<file path="src/rtl/wb_pkg.sv">
// Shared types and sizes for the register-file writeback port.
// Optional feature macro: WB_FWD_EN (forwarding query port).
package wb_pkg;

  localparam int unsigned XLEN  = 32;
  localparam int unsigned AW    = 5;
  localparam int unsigned DEPTH = 4;
  localparam int unsigned PW    = $clog2(DEPTH);
  localparam int unsigned CW    = PW + 1;
  localparam int unsigned NREG  = 1 << AW;

  // Request payload carried by either writeback source
  typedef struct packed {
    logic [AW-1:0]   rd;
    logic [XLEN-1:0] wd;
  } wb_req_t;

  // FIFO entry; valid drops on squash or pop
  typedef struct packed {
    logic            valid;
    logic [AW-1:0]   rd;
    logic [XLEN-1:0] wd;
  } wb_ent_t;

endpackage

</file>
<file path="src/rtl/wb_write_port_if.sv">
// Bus bundle between the core writeback sources and wb_write_port.
// Optional feature macro: WB_FWD_EN adds the q_addr/q_hit/q_data query.
interface wb_write_port_if;
  import wb_pkg::*;

  logic            a_we;
  logic [AW-1:0]   a_rd;
  logic [XLEN-1:0] a_wd;
  logic            b_valid;
  logic            b_ready;
  logic [AW-1:0]   b_rd;
  logic [XLEN-1:0] b_wd;
  logic [AW-1:0]   A3;
  logic            WE3;
  logic [XLEN-1:0] WD3;
  logic [NREG-1:0] pend_mask;
`ifdef WB_FWD_EN
  logic [AW-1:0]   q_addr;
  logic            q_hit;
  logic [XLEN-1:0] q_data;
`endif

  // Core side: issues writebacks, observes the file write and hazards
  modport master (
`ifdef WB_FWD_EN
    output q_addr,
    input  q_hit, q_data,
`endif
    output a_we, a_rd, a_wd, b_valid, b_rd, b_wd,
    input  b_ready, A3, WE3, WD3, pend_mask
  );

  // Write-port side
  modport slave (
`ifdef WB_FWD_EN
    input  q_addr,
    output q_hit, q_data,
`endif
    input  a_we, a_rd, a_wd, b_valid, b_rd, b_wd,
    output b_ready, A3, WE3, WD3, pend_mask
  );

endinterface

</file>
<file path="src/rtl/wb_fifo.sv">
// Circular buffer for long-latency writebacks with per-entry valid and
// squash-by-rd. Entries are exported oldest-first (index 0 is the head).
// Optional feature macro: WB_FWD_EN (no effect inside this module).
module wb_fifo
  import wb_pkg::*;
(
  input  logic          clk,
  input  logic          rst,
  input  logic          push,
  input  wb_req_t       push_data,
  input  logic          pop,
  input  logic          squash_en,
  input  logic [AW-1:0] squash_rd,
  output wb_ent_t       head,
  output logic          full,
  output logic          empty,
  output wb_ent_t       ents [DEPTH]
);

  wb_ent_t        mem [DEPTH];
  logic [PW-1:0]  wr_ptr;
  logic [PW-1:0]  rd_ptr;
  logic [CW-1:0]  count;

  // Storage, pointers and occupancy; squash, pop and push share one edge
  always_ff @(posedge clk or negedge rst) begin
    if (!rst) begin
      for (int i = 0; i < DEPTH; i++) mem[i] <= '0;
      wr_ptr <= '0;
      rd_ptr <= '0;
      count  <= '0;
    end else begin
      for (int i = 0; i < DEPTH; i++) begin
        if (squash_en && mem[i].valid && (mem[i].rd == squash_rd)) mem[i].valid <= 1'b0;
      end
      if (pop) begin
        mem[rd_ptr].valid <= 1'b0;
        rd_ptr            <= rd_ptr + PW'(1);
      end
      if (push) begin
        mem[wr_ptr].valid <= 1'b1;
        mem[wr_ptr].rd    <= push_data.rd;
        mem[wr_ptr].wd    <= push_data.wd;
        wr_ptr            <= wr_ptr + PW'(1);
      end
      count <= count + CW'(push) - CW'(pop);
    end
  end

  // Age-ordered view of the storage
  always_comb begin
    for (int i = 0; i < DEPTH; i++) ents[i] = mem[rd_ptr + PW'(i)];
  end

  assign head  = mem[rd_ptr];
  assign full  = (count == CW'(DEPTH));
  assign empty = (count == '0);

endmodule

</file>
<file path="src/rtl/wb_write_port.sv">
// Merges the ALU and long-latency writeback sources onto the register
// file's single write port, with squash of stale queued results, x0 drop
// and a pending-write mask for the hazard unit.
// Optional feature macro: WB_FWD_EN enables the forwarding query port.
module wb_write_port
  import wb_pkg::*;
(
  input logic            clk,
  input logic            rst,
  wb_write_port_if.slave bus
);

  logic            a_live;
  logic            b_xfer;
  logic            b_nz;
  logic            b_squash;
  logic            bypass;
  logic            push;
  logic            pop;
  logic            full;
  logic            empty;
  wb_ent_t         head;
  wb_ent_t         ents [DEPTH];
  wb_req_t         push_data;

  logic            out_we;
  logic [AW-1:0]   out_rd;
  logic [XLEN-1:0] out_wd;
  logic            we3_q;
  logic [AW-1:0]   a3_q;
  logic [XLEN-1:0] wd3_q;
  logic [NREG-1:0] mask;

  assign a_live    = bus.a_we && (bus.a_rd != '0);
  assign b_xfer    = bus.b_valid && !full;
  assign b_nz      = (bus.b_rd != '0);
  assign b_squash  = a_live && (bus.b_rd == bus.a_rd);
  assign bypass    = !a_live && empty && b_xfer && b_nz;
  assign push      = b_xfer && b_nz && !b_squash && !bypass;
  assign push_data = '{rd: bus.b_rd, wd: bus.b_wd};

  wb_fifo u_fifo (
    .clk       (clk),
    .rst       (rst),
    .push      (push),
    .push_data (push_data),
    .pop       (pop),
    .squash_en (a_live),
    .squash_rd (bus.a_rd),
    .head      (head),
    .full      (full),
    .empty     (empty),
    .ents      (ents)
  );

  // Source select: ALU, then FIFO head (dead heads drain silently), then bypass
  always_comb begin
    out_we = 1'b0;
    out_rd = a3_q;
    out_wd = wd3_q;
    pop    = 1'b0;
    if (a_live) begin
      out_we = 1'b1;
      out_rd = bus.a_rd;
      out_wd = bus.a_wd;
    end else if (!empty) begin
      pop = 1'b1;
      if (head.valid) begin
        out_we = 1'b1;
        out_rd = head.rd;
        out_wd = head.wd;
      end
    end else if (bypass) begin
      out_we = 1'b1;
      out_rd = bus.b_rd;
      out_wd = bus.b_wd;
    end
  end

  // Write-port output register
  always_ff @(posedge clk or negedge rst) begin
    if (!rst) begin
      we3_q <= 1'b0;
      a3_q  <= '0;
      wd3_q <= '0;
    end else begin
      we3_q <= out_we;
      a3_q  <= out_rd;
      wd3_q <= out_wd;
    end
  end

  // Pending-write mask over live queued entries; x0 is never pending
  always_comb begin
    mask = '0;
    for (int i = 0; i < DEPTH; i++) begin
      if (ents[i].valid) mask[ents[i].rd] = 1'b1;
    end
    mask[0] = 1'b0;
  end

  assign bus.WE3       = we3_q;
  assign bus.A3        = a3_q;
  assign bus.WD3       = wd3_q;
  assign bus.b_ready   = !full;
  assign bus.pend_mask = mask;

`ifdef WB_FWD_EN
  logic            fifo_hit;
  logic [XLEN-1:0] fifo_data;

  // Youngest live FIFO match wins; scan runs oldest to youngest
  always_comb begin
    fifo_hit  = 1'b0;
    fifo_data = '0;
    for (int i = 0; i < DEPTH; i++) begin
      if (ents[i].valid && (ents[i].rd == bus.q_addr)) begin
        fifo_hit  = 1'b1;
        fifo_data = ents[i].wd;
      end
    end
  end

  assign bus.q_hit  = (bus.q_addr != '0) && (fifo_hit || (we3_q && (a3_q == bus.q_addr)));
  assign bus.q_data = fifo_hit ? fifo_data : wd3_q;
`endif

endmodule
</file>
<file path="src/flat_wrapper.sv">
// flat-port wrapper written by rule: the top's interface ports become plain ports
module wb_write_port_flat import wb_pkg::*;
  (clk, rst, bus_a_we, bus_a_rd, bus_a_wd, bus_b_valid, bus_b_rd, bus_b_wd, bus_b_ready, bus_A3, bus_WE3, bus_WD3, bus_pend_mask);
  wb_write_port_if bus_i ();
  input logic clk;
  input logic rst;
  input wire logic [$bits(bus_i.a_we)-1:0] bus_a_we;
  input wire logic [$bits(bus_i.a_rd)-1:0] bus_a_rd;
  input wire logic [$bits(bus_i.a_wd)-1:0] bus_a_wd;
  input wire logic [$bits(bus_i.b_valid)-1:0] bus_b_valid;
  input wire logic [$bits(bus_i.b_rd)-1:0] bus_b_rd;
  input wire logic [$bits(bus_i.b_wd)-1:0] bus_b_wd;
  output wire logic [$bits(bus_i.b_ready)-1:0] bus_b_ready;
  output wire logic [$bits(bus_i.A3)-1:0] bus_A3;
  output wire logic [$bits(bus_i.WE3)-1:0] bus_WE3;
  output wire logic [$bits(bus_i.WD3)-1:0] bus_WD3;
  output wire logic [$bits(bus_i.pend_mask)-1:0] bus_pend_mask;
  assign bus_i.a_we = bus_a_we;
  assign bus_i.a_rd = bus_a_rd;
  assign bus_i.a_wd = bus_a_wd;
  assign bus_i.b_valid = bus_b_valid;
  assign bus_i.b_rd = bus_b_rd;
  assign bus_i.b_wd = bus_b_wd;
  assign bus_b_ready = bus_i.b_ready;
  assign bus_A3 = bus_i.A3;
  assign bus_WE3 = bus_i.WE3;
  assign bus_WD3 = bus_i.WD3;
  assign bus_pend_mask = bus_i.pend_mask;
  wb_write_port u_core (.clk(clk), .rst(rst), .bus(bus_i));
endmodule
</file>
<file path="config.mk">
export PLATFORM = sky130hd
export DESIGN_NAME = wb_write_port_flat
export DESIGN_NICKNAME = d
export VERILOG_FILES = /design/src/rtl/wb_pkg.sv /design/src/rtl/wb_write_port_if.sv /design/src/rtl/wb_fifo.sv /design/src/rtl/wb_write_port.sv /design/src/flat_wrapper.sv
export SDC_FILE = /design/constraint.sdc
export NUM_CORES = 1
export LEC_CHECK = 0
export ABC_AREA = 1
export BUFFER_PORTS_ARGS = -buffer_cell sky130_fd_sc_hd__clkbuf_2
export CORE_ASPECT_RATIO = 0.9
export CORE_MARGIN = 2
export CORE_UTILIZATION = 54
export DETAILED_ROUTE_END_ITERATION = 8
export PLACE_DENSITY = 0.79
export SETUP_SLACK_MARGIN = 0.5
export SLEW_MARGIN = 25
export SYNTH_ARGS = -nofsm -noshare
export SYNTH_HDL_FRONTEND = slang
export SYNTH_SLANG_ARGS = --single-unit
export TNS_END_PERCENT = 10
</file>
<file path="constraint.sdc">
create_clock -name clk -period 2.7 [get_ports clk]
set_input_delay 0.54 -clock clk [delete_from_list [all_inputs] [get_ports clk]]
set_output_delay 0.54 -clock clk [all_outputs]
set_load 0.02 [all_outputs]
</file>
==> results by group, run 1 <==
Layout
  – Synthesis-to-finish area growth: 19.29%
  – Layout fillers: 2082
  – Final net count: 2215
  – Register Area: 0.004933 sq mm
  – Multi-input gate area: 0.008214 sq mm
  – Share of cells above drive strength 1: 19.05%
  – Most frequent cells in the layout: 886 x nand2_1, 205 x nor2_1, 194 x dfrtp_1
  – Most common cell after layout, fill and taps aside: nand2_1

Floorplan
  – Row cnt: 54
  – Die area: 0.02588 sq mm
  – Core area: 0.02419 sq mm
  – Die height: 152.8 um
  – Die Width: 169.4 um
  – # IOs: 149
  – Initial Util: 54.95%

Route
  – Routed wire length: 42.25 mm
  – 1st-pass router iterations: 6
  – Routed length per placed instance: 17.27 um
  – Initial drt markers: 1849
  – ANT nets after route: 0
  – DR DRC count: 0
  – Vias: 13976
  – Via/cell ratio: 5.714

Clock tree
  – TritonCTS clock tree: done
  – # clock sinks: 197
  – Clock Root Buffer: clkbuf_16
  – Reg clk slew, reported paths: 0.08 ns
  – Worst-Skew Late Latency: 0.44 ns
  – H-Tree Depth: 4
  – CTS buffer count: 17
  – CTS max path bufs: 2
  – CTS Hold Bufs: 0

Global routing
  – Initial antenna violation count: 1
  – Most Crowded Layer GR: met2
  – Maximum number of pins on one net before global-route repair: 79
  – Global-route wire length before repair: 68.44 mm
  – GR Util met2: 51.47%
  – Vias in the first global route: 13020
  – Gr usage total: 32.61%
  – Met3 Use GR: 5.153%
  – Met1 Use GR: 45.75%
  – GRT overflow: 0

Yosys
  – Yosys cell types: 28
  – Seq cells post-synth: 197
  – Seq/Total Area, Yosys: 37.09%
  – Synthesized Nets: 2131
  – Dominant synthesized flop cell: dfrtp_1
  – Mean Syn Cell Area: 6.508 sq um
  – Cells after synthesis: 2042
  – Synth async-reset ratio: 100.0%
  – EDFF count, synth: 0
  – Cell Area, Synth: 0.01329 sq mm
  – YS warnings: 0

Timing
  – Final setup violation count: 31
  – Hold Fails Final Rpt: 0
  – Hold WS: 0.06206 ns
  – Pins Over Slew Limit: 0
  – Headroom to the max-slew limit: 47.16%
  – TNS Setup: -3.485 ns
  – RSZ-0062 raised after global routing: true
  – Min cycle time layout: 2.847 ns
  – Worst slew pin tran: 0.7927 ns
  – Peak Freq: 0.3513 GHz
  – Clk_skew: 0.01677 ns
  – Final WS setup: -0.1467 ns
  – Tcrit/Tclk final: 105.4%

Pwr
  – Gate power share: 64.5%
  – Cell internal pwr: 10340 uW
  – Sequential share of power: 24.0%
  – Maximum vdd drop: 0.0006393 V
  – Net Switching: 11670 uW
  – Sw Ratio: 53.02%
  – PwrDens: 1388 mW/mm^2
  – Static leakage: 0.007997 uW
  – Clock power frac: 11.4%

Worst setup path
  – Critical path's slowest cell: dfrtp_2
  – R2r worst-path depth: 11
  – Crit-path cells: inv_4 -> ha_4 -> buf_4 -> nand3_1 -> nand2_2 -> nand3_2 -> nor2_1 -> nor2_1 -> nand2_2 -> clkbuf_2
  – Worst Path Max Fanout: 5
  – Kind of critical path: reg -> out
  – Slowest stage delay, CP: 0.42 ns
  – Crit start category: register
  – WP data required: 2.16 ns
  – Critical path arrival: 2.31 ns
  – CP endpoint kind: output port

Placement
  – Number of port buffers: 147
  – Final GP Congestion: 0.9352
  – HPWL after DPL: 26.41 mm

Status
  – Failing checks: negative setup slack
  – Run status: finished, violations left

Min path
  – Worst min path class: in -> async

Run
  – Max_cap viols: 0
## per-layer routing
metal,part of all wire (%),vias to the layer above
met4,3.0,0
met2,46,749
met1,41,6494
li1,-,6618
met3,9.2,115
met5,0,-
## kinds of logic (layout without fill, tap and decap cells)
logic type | after synthesis | after routing | share of synthesized area (%)
xor gates and xnor gates | 17 | 17 | 1.120
DFF | 197 | 197 | 37.09
other | 1 | 2 | 0.02822
buffers and inverters | 181 | 276 | 7.023
AOI/OAI and AO/OA | 68 | 68 | 2.749
adders and majority gates | 11 | 11 | 1.092
and+or+nand+nor | 1567 | 1567 | 50.89
## layout make-up
cell class,instances,area share (%)
multi-input cells,1664,51.81
flip-flops and latches,197,31.12
repair buffers,201,9.865
clock buffers,18,2.770
well taps,308,2.431
inverters,45,1.223
clock inverters,12,0.7655
diodes,1,0.01578
## worst max-delay path: cells and delay by family (launching register included)
kind	cells	cell delay (ns)
and+or+nand+nor	6	0.70
adders and majority gates	1	0.36
DFF	1	0.42
buffers and inverters	3	0.40
## power groups by stage
stage	Sequential (uW)	Combinational (uW)	Clock [uW]
floorplan	5370	8520	0
global placement	5210	11600	0
detailed placement	5260	11800	0
CTS	5240	13000	2520
global route	5430	15400	2640
finish	5290	14200	2510
## path summary, 6_finish.rpt
path                                         start                endpoint  slack (ns)
max reg2reg                u_core.u_fifo.rd_ptr[0]        u_core.bus.A3[3]        0.48
max in group asynchronous                      rst  u_core.u_fifo.count[1]        1.83
min in group clk                      bus_a_wd[25]      u_core.bus.WD3[25]        0.41
min reg2reg                  u_core.u_fifo.mem[38]   u_core.u_fifo.mem[38]        0.47
max                        u_core.u_fifo.rd_ptr[0]        bus_pend_mask[1]       -0.15
min                                            rst       u_core.bus.WD3[9]        0.06
## cell usage after synthesis, drive strengths merged (4+ instances only)
| master | number | area share [%] |
|---|---|---|
| xnor2 | 8 | 0.53 |
| nand3 | 222 | 8.5 |
| nand4 | 4 | 0.19 |
| buf | 88 | 4.4 |
| nand3b | 149 | 8.4 |
| nand2 | 958 | 27 |
| xor2 | 9 | 0.59 |
| nor2 | 233 | 6.6 |
| clkbuf | 48 | 1.4 |
| inv | 44 | 1.2 |
| ha | 10 | 0.94 |
| o21ai | 66 | 2.6 |
| dfrtp | 197 | 37 |
## stage by stage
stage,area [sq um],setup WS [ns],util [%],power (uW),instances
floorplan,13690,0.2678,-,13880,2042
global placement,14430,0.07471,59.64,16800,2404
detailed placement,14460,0.1131,59.76,17100,2406
CTS,15480,-0.1026,63.98,20760,2443
global route,15850,-0.2336,65.54,23490,2446
finish,15850,-0.1467,65.54,22000,2446
## flip-flops by register name (all words and copies together) (netlist names)
signal	count
u_core.u_fifo.count	3
u_core.bus.WE3	1
u_core.bus.WD3	32
u_core.u_fifo.rd_ptr	2
u_core.u_fifo.wr_ptr	2
u_core.u_fifo.mem	152
u_core.bus.A3	5
## repair_timing
| item | in CTS | in global routing |
|---|---|---|
| buffers inserted | 3 | 1 |
| resized for setup | 75 | 97 |
| cloned | 4 | 0 |
| hold endpoints to repair | 0 | 0 |
| pin swaps | 50 | 28 |
| setup endpoints to repair | 168 | 154 |
Note: power is estimated with default switching activity, not from simulation.
==> run 2, diff against run 1 <==
PLACE_DENSITY = 0.8   (was 0.79)
REMOVE_ABC_BUFFERS = 1   (was not set)
==> results by group, run 2 (same netlist as run 1, synthesis figures left out) <==
Status
  – Run status: finished, violations left
  – Failing checks: negative setup slack

Clock tree
  – H-Tree Depth: 4
  – TritonCTS clock tree: done
  – Clock Root Buffer: clkbuf_16
  – Worst-Skew Late Latency: 0.46 ns
  – CTS buffer count: 17
  – CTS Hold Bufs: 0
  – # clock sinks: 197
  – CTS max path bufs: 2
  – Reg clk slew, reported paths: 0.09 ns

Placement
  – Number of port buffers: 147
  – Final GP Congestion: 1.008
  – HPWL after DPL: 28.25 mm

Global routing
  – Gr usage total: 34.39%
  – Global-route wire length before repair: 71.48 mm
  – GRT overflow: 0
  – Maximum number of pins on one net before global-route repair: 155
  – Initial antenna violation count: 2
  – Vias in the first global route: 13518

Layout
  – Top reg by flops: u_core.u_fifo.mem
  – Fin util: 70.46%
  – Most common cell after layout, fill and taps aside: nand2_1
  – Multi-input gate area: 0.008732 sq mm
  – Final net count: 2263
  – Register Area: 0.004933 sq mm
  – Share of cells above drive strength 1: 24.65%
  – Synthesis-to-finish area growth: 28.24%
  – Most frequent cells in the layout: 813 x nand2_1, 197 x nor2_1, 194 x dfrtp_1
  – Largest register FFs: 152
  – Layout fillers: 1960

Timing
  – Hold WS: 0.05313 ns
  – Worst slew pin tran: 0.7137 ns
  – Headroom to the max-slew limit: 52.42%
  – Tcrit/Tclk final: 108.4%
  – Peak Freq: 0.3418 GHz
  – RSZ-0062 raised after global routing: true
  – Clk_skew: 0.02003 ns
  – Pins Over Slew Limit: 0
  – Final WS setup: -0.2256 ns
  – Final setup violation count: 31
  – Hold Fails Final Rpt: 0
  – Min cycle time layout: 2.926 ns

Pwr
  – Net Switching: 12900 uW
  – Maximum vdd drop: 0.0008033 V
  – Cell internal pwr: 11570 uW
  – Static leakage: 0.008480 uW
  – Gate power share: 66.4%
  – Sequential share of power: 22.5%
  – Clock power frac: 11.2%
  – Sw Ratio: 52.70%
  – PwrDens: 1436 mW/mm^2

Floorplan
  – Row cnt: 54
  – Die height: 152.8 um
  – Die area: 0.02588 sq mm
  – Core area: 0.02419 sq mm
  – # IOs: 149
  – Initial Util: 54.95%
  – Die Width: 169.4 um

Min path
  – Worst min path class: in -> async

Route
  – Via/cell ratio: 5.847
  – Routed wire length: 45.29 mm
  – 1st-pass router iterations: 6
  – Initial drt markers: 2071
  – Vias: 14599
  – ANT nets after route: 0
  – DR DRC count: 0
  – Routed length per placed instance: 18.14 um

Worst setup path
  – Worst Path Max Fanout: 6
  – CP endpoint kind: output port
  – Crit start category: register
  – Critical path arrival: 2.39 ns
  – WP data required: 2.16 ns
  – Kind of critical path: reg -> out

Run
  – Max_cap viols: 0
[run 2: cell count changes in the layout (fill, tap and decap cells not counted), sizes merged]
cell | previous run | this run
diode | 1 | 2
bufbuf | 3 | 2
clkbuf | 157 | 158
buf | 59 | 106
clkinvlp | 2 | 1
inv | 50 | 48
clkinv | 4 | 10
[run 2: metal layers]
metal | part of all wire (%) | routed length, um | global-route usage (%)
met4 | 2.6 | 1192 | 9.646
met2 | 46 | 20900 | 54.13
met3 | 9.6 | 4357 | 5.697
met5 | 0 | 0 | 0
met1 | 42 | 18840 | 49.18
[run 2: what timing repair did]
| action | 4_1_cts | 5_1_grt |
|---|---|---|
| endpoints found under the setup margin | 186 | 185 |
| cloned | 4 | 2 |
| buffers inserted | 3 | 6 |
| pin swaps | 40 | 107 |
| gates resized for setup | 198 | 264 |
[run 2: through the flow]
stage,setup slack (ns),power [uW],instances,setup TNS (ns),cell area [sq um]
floorplan,-3.299,12600,1906,-641.66,12530
global placement,0.04524,17020,2448,0,14440
detailed placement,0.07852,17260,2448,0,14440
CTS,-0.1117,22310,2487,-2.556,16030
global route,-0.2696,25960,2497,-7.473,17040
finish,-0.2256,24470,2497,-5.247,17040
[run 2: layout make-up]
type,count,share of cell area [%]
inverter,45,1.175
timing repair buffer,249,12.65
clock buffer,17,2.496
tap,308,2.261
sequential,197,28.95
antenna,2,0.02936
clock inverter,15,1.211
multi-input combinational,1664,51.23
[run 2: final timing paths]
path | start | endpoint | cells after the start | slack (ns)
max | u_core.u_fifo.rd_ptr[0] | bus_pend_mask[6] | 11 | -0.23
min in group clk | bus_a_wd[27] | u_core.bus.WD3[27] | 5 | 0.39
max reg2reg | u_core.u_fifo.count[1] | u_core.u_fifo.count[2] | 9 | 0.33
min | rst | u_core.u_fifo.mem[82] | 1 | 0.05
min reg2reg | u_core.u_fifo.mem[63] | u_core.u_fifo.mem[63] | 2 | 0.47
max in group asynchronous | rst | u_core.u_fifo.mem[9] | 2 | 1.74
[run 2: worst max-delay path, cell delays in order, from the launching register on]
cell and delay [ns]:
dfrtp_2 0.41, clkinv_4 0.09, ha_4 0.30, inv_6 0.09, buf_4 0.17, nand3_2 0.11, nand2_4 0.15, nand3_4 0.12
nor2_1 0.16, nor2_1 0.08, nand2_1 0.09, clkbuf_8 0.14
[run 2: power groups by stage]
stage	combinational, uW	clock (uW)	sequential (uW)
floorplan	7060	0	5550
global placement	11800	0	5240
detailed placement	12000	0	5270
CTS	14300	2740	5260
global route	17500	2860	5620
finish	16200	2730	5500
